--- src/rtl/led_axi_pkg.sv ---
// Shared constants, state types and address decode for the LED AXI4-Lite slave.
package led_axi_pkg;

    localparam logic [3:0] OFF_LED    = 4'h0;
    localparam logic [3:0] OFF_WCOUNT = 4'h4;
    localparam logic [3:0] OFF_CTRL   = 4'h8;

    localparam logic [1:0] RESP_OKAY   = 2'b00;
    localparam logic [1:0] RESP_SLVERR = 2'b10;
    localparam logic [1:0] RESP_DECERR = 2'b11;

    typedef enum logic {W_IDLE, W_RESP} wr_state_t;
    typedef enum logic {R_IDLE, R_DATA} rd_state_t;

    typedef enum logic [1:0] {REG_LED, REG_WCOUNT, REG_CTRL, REG_NONE} reg_sel_t;

    // Word-aligned decode of the low off_bits address bits; bits [1:0] and
    // everything above off_bits are ignored.
    function automatic reg_sel_t decode(input logic [31:0] addr, input int unsigned off_bits);
        logic [31:0] off;
        off = '0;
        for (int unsigned i = 2; i < 32; i++) begin
            if (i < off_bits) off[i] = addr[i];
        end
        if (off == 32'(OFF_LED))         decode = REG_LED;
        else if (off == 32'(OFF_WCOUNT)) decode = REG_WCOUNT;
        else if (off == 32'(OFF_CTRL))   decode = REG_CTRL;
        else                             decode = REG_NONE;
    endfunction

endpackage

--- src/rtl/led_axi_regfile.sv ---
// Register storage for the LED slave: LED pattern, write counter and control.
module led_axi_regfile
    import led_axi_pkg::*;
#(
    parameter int unsigned LED_WIDTH   = 16,
    parameter logic [31:0] LED_RESET   = 32'h0000_0000,
    parameter int unsigned OFFSET_BITS = 4
) (
    input  logic                 clk,
    input  logic                 resetn,
    input  logic                 wr_en,
    input  logic [31:0]          wr_addr,
    input  logic [31:0]          wr_data,
    input  logic [3:0]           wr_strb,
    output logic [1:0]           wr_resp,
    input  logic [31:0]          rd_addr,
    output logic [31:0]          rd_data,
    output logic [1:0]           rd_resp,
    output logic [LED_WIDTH-1:0] led_q,
    output logic                 invert
);

    logic [31:0]          wcount_q;
    logic [LED_WIDTH-1:0] led_nxt;
    reg_sel_t             wr_sel;
    reg_sel_t             rd_sel;
    logic                 unused_bits;

    assign wr_sel      = decode(wr_addr, OFFSET_BITS);
    assign rd_sel      = decode(rd_addr, OFFSET_BITS);
    assign unused_bits = ^{wr_data, wr_addr, rd_addr};

    // Response code for the write currently presented
    always_comb begin
        wr_resp = RESP_DECERR;
        case (wr_sel)
            REG_LED, REG_CTRL: wr_resp = RESP_OKAY;
            REG_WCOUNT:        wr_resp = RESP_SLVERR;
            default:           wr_resp = RESP_DECERR;
        endcase
    end

    // Byte-lane merge of write data over the current LED value
    always_comb begin
        led_nxt = led_q;
        for (int unsigned i = 0; i < LED_WIDTH; i++) begin
            if (wr_strb[i / 8]) led_nxt[i] = wr_data[i];
        end
    end

    // Register updates on a committed write
    always_ff @(posedge clk or negedge resetn) begin
        if (!resetn) begin
            led_q    <= LED_RESET[LED_WIDTH-1:0];
            wcount_q <= '0;
            invert   <= 1'b0;
        end else if (wr_en) begin
            case (wr_sel)
                REG_LED: begin
                    led_q    <= led_nxt;
                    wcount_q <= wcount_q + 32'd1;
                end
                REG_CTRL: begin
                    if (wr_strb[0]) invert <= wr_data[0];
                end
                default: ;
            endcase
        end
    end

    // Read mux, sampled by the read FSM at the handshake edge
    always_comb begin
        rd_data = '0;
        rd_resp = RESP_OKAY;
        case (rd_sel)
            REG_LED:    rd_data = 32'(led_q);
            REG_WCOUNT: rd_data = wcount_q;
            REG_CTRL:   rd_data = {31'b0, invert};
            default:    rd_resp = RESP_DECERR;
        endcase
    end

endmodule

--- src/rtl/led_axi_slave.sv ---
// AXI4-Lite responder driving the board LEDs; holds the write and read FSMs.
module led_axi_slave
    import led_axi_pkg::*;
#(
    parameter int unsigned LED_WIDTH   = 16,
    parameter logic [31:0] LED_RESET   = 32'h0000_0000,
    parameter int unsigned OFFSET_BITS = 4
) (
    input  logic                 clk,
    input  logic                 resetn,
    output logic [LED_WIDTH-1:0] led,
    input  logic [31:0]          S_AXI_AWADDR,
    input  logic                 S_AXI_AWVALID,
    output logic                 S_AXI_AWREADY,
    input  logic [31:0]          S_AXI_WDATA,
    input  logic [3:0]           S_AXI_WSTRB,
    input  logic                 S_AXI_WVALID,
    output logic                 S_AXI_WREADY,
    output logic [1:0]           S_AXI_BRESP,
    output logic                 S_AXI_BVALID,
    input  logic                 S_AXI_BREADY,
    input  logic [31:0]          S_AXI_ARADDR,
    input  logic                 S_AXI_ARVALID,
    output logic                 S_AXI_ARREADY,
    output logic [31:0]          S_AXI_RDATA,
    output logic [1:0]           S_AXI_RRESP,
    output logic                 S_AXI_RVALID,
    input  logic                 S_AXI_RREADY
);

    wr_state_t            wstate;
    rd_state_t            rstate;
    logic                 aw_held, w_held;
    logic [31:0]          awaddr_q, wdata_q;
    logic [3:0]           wstrb_q;
    logic                 aw_hs, w_hs, have_aw, have_w, wr_en;
    logic [31:0]          wr_addr, wr_data, rd_data;
    logic [3:0]           wr_strb;
    logic [1:0]           wr_resp, rd_resp;
    logic [LED_WIDTH-1:0] led_q;
    logic                 invert;

    assign aw_hs   = S_AXI_AWVALID & S_AXI_AWREADY;
    assign w_hs    = S_AXI_WVALID & S_AXI_WREADY;
    assign have_aw = aw_held | aw_hs;
    assign have_w  = w_held | w_hs;
    // Commit on the edge where the later of AW/W is captured, bypassing the
    // holding registers for whichever beat arrives on that edge.
    assign wr_en   = (wstate == W_IDLE) & have_aw & have_w;
    assign wr_addr = aw_held ? awaddr_q : S_AXI_AWADDR;
    assign wr_data = w_held ? wdata_q : S_AXI_WDATA;
    assign wr_strb = w_held ? wstrb_q : S_AXI_WSTRB;

    assign led = led_q ^ {LED_WIDTH{invert}};

    led_axi_regfile #(
        .LED_WIDTH  (LED_WIDTH),
        .LED_RESET  (LED_RESET),
        .OFFSET_BITS(OFFSET_BITS)
    ) u_regfile (
        .clk    (clk),
        .resetn (resetn),
        .wr_en  (wr_en),
        .wr_addr(wr_addr),
        .wr_data(wr_data),
        .wr_strb(wr_strb),
        .wr_resp(wr_resp),
        .rd_addr(S_AXI_ARADDR),
        .rd_data(rd_data),
        .rd_resp(rd_resp),
        .led_q  (led_q),
        .invert (invert)
    );

    // Write channel FSM: capture AW/W in any order, commit, then hold B
    always_ff @(posedge clk or negedge resetn) begin
        if (!resetn) begin
            wstate        <= W_IDLE;
            S_AXI_AWREADY <= 1'b0;
            S_AXI_WREADY  <= 1'b0;
            S_AXI_BVALID  <= 1'b0;
            S_AXI_BRESP   <= RESP_OKAY;
            aw_held       <= 1'b0;
            w_held        <= 1'b0;
            awaddr_q      <= '0;
            wdata_q       <= '0;
            wstrb_q       <= '0;
        end else begin
            case (wstate)
                W_IDLE: begin
                    if (have_aw && have_w) begin
                        S_AXI_BVALID  <= 1'b1;
                        S_AXI_BRESP   <= wr_resp;
                        S_AXI_AWREADY <= 1'b0;
                        S_AXI_WREADY  <= 1'b0;
                        aw_held       <= 1'b0;
                        w_held        <= 1'b0;
                        wstate        <= W_RESP;
                    end else begin
                        if (aw_hs) begin
                            aw_held  <= 1'b1;
                            awaddr_q <= S_AXI_AWADDR;
                        end
                        if (w_hs) begin
                            w_held  <= 1'b1;
                            wdata_q <= S_AXI_WDATA;
                            wstrb_q <= S_AXI_WSTRB;
                        end
                        S_AXI_AWREADY <= !have_aw;
                        S_AXI_WREADY  <= !have_w;
                    end
                end
                W_RESP: begin
                    if (S_AXI_BREADY) begin
                        S_AXI_BVALID  <= 1'b0;
                        S_AXI_BRESP   <= RESP_OKAY;
                        S_AXI_AWREADY <= 1'b1;
                        S_AXI_WREADY  <= 1'b1;
                        wstate        <= W_IDLE;
                    end
                end
                default: wstate <= W_IDLE;
            endcase
        end
    end

    // Read channel FSM: sample the register mux at the AR handshake, hold R
    always_ff @(posedge clk or negedge resetn) begin
        if (!resetn) begin
            rstate        <= R_IDLE;
            S_AXI_ARREADY <= 1'b0;
            S_AXI_RVALID  <= 1'b0;
            S_AXI_RDATA   <= '0;
            S_AXI_RRESP   <= RESP_OKAY;
        end else begin
            case (rstate)
                R_IDLE: begin
                    if (S_AXI_ARVALID && S_AXI_ARREADY) begin
                        S_AXI_RDATA   <= rd_data;
                        S_AXI_RRESP   <= rd_resp;
                        S_AXI_RVALID  <= 1'b1;
                        S_AXI_ARREADY <= 1'b0;
                        rstate        <= R_DATA;
                    end else begin
                        S_AXI_ARREADY <= 1'b1;
                    end
                end
                R_DATA: begin
                    if (S_AXI_RREADY) begin
                        S_AXI_RVALID  <= 1'b0;
                        S_AXI_ARREADY <= 1'b1;
                        rstate        <= R_IDLE;
                    end
                end
                default: rstate <= R_IDLE;
            endcase
        end
    end

endmodule

--- config.mk ---
export PLATFORM = sky130hd
export DESIGN_NAME = led_axi_slave
export DESIGN_NICKNAME = d
export VERILOG_FILES = /design/src/rtl/led_axi_pkg.sv /design/src/rtl/led_axi_regfile.sv /design/src/rtl/led_axi_slave.sv
export SDC_FILE = /design/constraint.sdc
export NUM_CORES = 1
export LEC_CHECK = 0
export CAP_MARGIN = 20
export CORE_UTILIZATION = 47
export DETAILED_ROUTE_END_ITERATION = 7
export HOLD_SLACK_MARGIN = 0.05
export PLACE_DENSITY = 0.89
export SLEW_MARGIN = 10
export SYNTH_ARGS = -nofsm -noshare
export SYNTH_HDL_FRONTEND = slang
export SYNTH_SLANG_ARGS = --single-unit
--- constraint.sdc ---
create_clock -name clk -period 2.4 [get_ports clk]
set_input_delay 0.36 -clock clk [delete_from_list [all_inputs] [get_ports clk]]
set_output_delay 0.36 -clock clk [all_outputs]
set_load 0.01 [all_outputs]
==> summary.md <==
| Metric | Value |
|---|---|
| Largest net degree at the start of global routing | 59 |
| Post-Syn Nets | between 500 and 600 |
| CTS tree | done |
| Buf/Inv on CP | 2 |
| Status | finished clean |
| GP Congestion | 0.810 |
| First DRT Iteration DRCs | between 300 and 400 |
| Total Routing Usage GR | 24.6% |
| Worst min path class | in2async |
| Crit path max-delay family | buffers and inverters |
| Number of cells on the worst reg-to-reg path | 4 |
| Pwr Total | a little over 8 mW |
| Asr flop ratio synth | 100% |
| Minimum clock period after layout | around 2200 ps |
| VDD IR max | slightly above 0.6 mV |
| Clock sink count | between 100 and 150 |
| Mapped Cells | around 460 |
| Worst EP required | ~2000 ps |
| Die width | between 100 and 150 um |
| Complex-gate fraction of the synthesized area | ~6.6% |
| # diodes | 0 |
| Root Buffer | clkbuf_16 |
| Crit Path Max Fanout | 11 |
| Wire length of the first global-routing pass | 21,900 um |
| Simple-Gate Fraction of Synth Area | approximately 14% |
| Cell Area, Synth | 5320 sq um |
| Grt total ovfl | 0 |
| MaxCap Viol Count | 0 |
| Total wire length | between 10,000 and 15,000 um |
| Adder-cell share of the synthesized area | less than 1% |
| Clk_skew | about 8.9 ps |
| I/O Buffers | 85 |
| Ys Warns | 0 |
| Post-cts sizing count | 0 |
| RSZ-0062 raised after global routing | no |
| Crit-path cells | buf_4 > xor2_1 > clkdlybuf4s50_1 |
| CP Data Arrival Time | ~1800 ps |
| Largest family of logic cells by synthesized area | multiplexers |
| Largest stage delay on the critical path | approximately 580 ps |
| Router iterations before antenna repair | 5 |
| Syn Area/Cell | about 11 sq um |
| ANT nets after route | 0 |
| PwrDens | around 1200 nW/um^2 |
| DP HPWL | between 8000 and 9000 um |
| Clock buffer depth | 2 |
| R2R Path End | u_regfile.wcount_q[25] |
| Initial antenna violation count | 0 |
| Num rows | 38 |
| Vias in the first global route | 4,242 |
| CTS clk-pin slew, worst paths | around 60 ps |
| Count of cell types in the netlist | 43 |
| Setup TNS | 0 ps |
| Fraction of layout cells with a size suffix above 1 | between 20 and 25% |
| R2R setup slack | roughly 300 ps |
| Setup Viol. Count Final | 0 |
| Num CTS Buffers | 17 |
| Cell area after layout | between 7000 and 8000 sq um |
| H-tree levels | 4 |
| Post-DR wirelength/cell | between 15 and 20 um |
| Skew-Pair Late Insertion Delay | roughly 410 ps |
| Mux contribution to synthesized area | between 10% and 20% |
| Post-synth EDFFs | 0 |
| Flops & latches, synth | 113 |
| Fin nets | 670 |
| Core ar. | 10,900 sq um |
| Most used DFF post-synth | dfrtp_1 |
| Critical Path Source | u_regfile.invert |
| DR DRC count | 0 |
| Sequential share of the synthesized area | between 50% and 60% |
| Crit. End Element | output port |
| Slew Limit Fails | 0 |
| Setup CP Type | reg2out |
| Fill cells | ~800 |
| Mean number of vias per cell | 5.77 |
| Starting Density | 48.7% |
| Ports | ~160 |
| Worst-margin pin slew | slightly above 700 ps |
| Lkg Pwr | about 3.1 nW |
| Max Freq | roughly 460 MHz |
| Area after DPL | about 6400 sq um |
| Full die area | 11,800 sq um |
| Period utilization | approximately nine tenths |
| Via count | ~4.1k |
| CP startpoint kind | register |
| Die H | 108 um |
| R2R Path Start | u_regfile.wcount_q[8] |
| Slowest cell on the critical path | clkdlybuf4s50_1 |
| Relative slew margins | around half |
| Xor/xnor share of the synthesized area | 7.74% |
| Hold Fails Final Rpt | 0 |
| Layout area overhead | 32.4% |
==> stage by stage <==
stage / setup WS [ps] / hold WS [ps] / utilization (%) / std cells
global route: 177 / 504 / 64.4 / 715
floorplan: 498 / 64.4 / - / 464
CTS: 253 / 480 / 64.4 / 715
detailed placement: 47.6 / 379 / 58.7 / 682
global placement: 115 / 371 / 58.7 / 682
finish: 247 / 476 / 64.4 / 715
==> logic make-up after synthesis <==
| group | Yosys count |
|---|---|
| AO/OA/AOI/OAI | 50 |
| XOR/XNOR | 47 |
| adder cells (fa/ha/maj) | 1 |
| buffers and inverters | 35 |
| flip-flops | 113 |
| multiplexers | 73 |
| AND/OR/NAND/NOR | 145 |
==> registers in the layout (all words and copies together), names as in the netlist, 2 cells and up <==
signal	cells
u_regfile.wcount_q	32
wstrb_q	2
S_AXI_BRESP	2
S_AXI_RDATA	32
wdata_q	16
u_regfile.led_q	16
awaddr_q	2
==> metal layers <==
metal | wire length (um) | GRT usage, % | part of all wire [%] | vias up
met5 | 0 | 0 | 0 | -
met2 | 6990 | 42.4 | 52 | 185
met1 | 5410 | 30.0 | 40 | 2067
met3 | 801 | 5.49 | 5.9 | 26
li1 | - | - | - | 1849
met4 | 291 | 9.46 | 2.2 | 0
==> power by group <==
| part | switching, mW | total, mW | internal, mW | leakage (nW) |
|---|---|---|---|---|
| registers | 0.440 | 2.85 | 2.41 | 1.47 |
| clock network | 0.952 | 2.64 | 1.69 | 0.287 |
| logic | 1.29 | 2.83 | 1.54 | 1.38 |
| total | 2.68 | 8.32 | 5.64 | 3.14 |
==> worst max-delay path by stage <==
stage	depth (start not counted)	to	slack (ps)
finish	3	led[14]	250
global route	4	u_regfile.wcount_q[27]	180
CTS	3	led[14]	250
detailed placement	6	u_regfile.wcount_q[12]	50
global placement	6	u_regfile.led_q[8]	120
floorplan	5	u_regfile.led_q[1]	500
==> what timing repair did <==
| action | in CTS | in global routing |
|---|---|---|
| hold buffers | 1 | 0 |
| setup buffers | 0 | 0 |
| hold endpoints to repair | 40 | 0 |
==> final cells by class <==
class	instances	area [sq um]	area share, %
Multi-Input combinational cell	316	2330	33.1
Tap cell	140	175	2.49
Inverter	6	22.5	0.320
Timing Repair Buffer	108	1070	15.2
Clock inverter	13	160	2.27
Clock buffer	19	453	6.43
Sequential cell	113	2830	40.1
==> placed cells by master, fill, tap and decap left out, types with 3 or more instances in the layout <==
master,instances
dfrtp_1,113
clkdlybuf4s50_1,84
nand2_1,65
mux2_2,52
xor2_1,34
o21ai_0,20
mux2i_1,19
buf_4,19
clkbuf_16,17
nor4_1,16
o31ai_1,15
xnor2_1,13
nand3_1,12
nand4_1,12
nor2_1,7
and3_1,7
inv_1,6
and2_1,5
nor3_1,5
clkinvlp_4,5
and4_1,4
buf_12,4
a21oi_1,3
o22a_1,3
bufinv_16,3
clkinv_2,3
==> cell usage after synthesis, types with 2 or more instances <==
cell type,number,area [sq um]
a21oi_1,3,15.0
and2_1,5,31.3
and3_1,7,43.8
and4_1,4,35.0
buf_1,4,15.0
buf_2,6,30.0
buf_6,3,33.8
clkbuf_1,15,56.3
dfrtp_1,113,2830
inv_1,6,22.5
mux2_1,2,22.5
mux2_2,52,586
mux2i_1,19,190
nand2_1,65,244
nand2b_1,2,12.5
nand3_1,13,65.1
nand4_1,12,75.1
nor2_1,7,26.3
nor3_1,5,25.0
nor3_4,2,32.5
nor4_1,16,100
o21ai_0,20,100
o22a_1,3,26.3
o31ai_1,15,113
or4_1,2,15.0
xnor2_1,13,114
xor2_1,34,298
No activity file was read; power rests on OpenSTA's default activity.
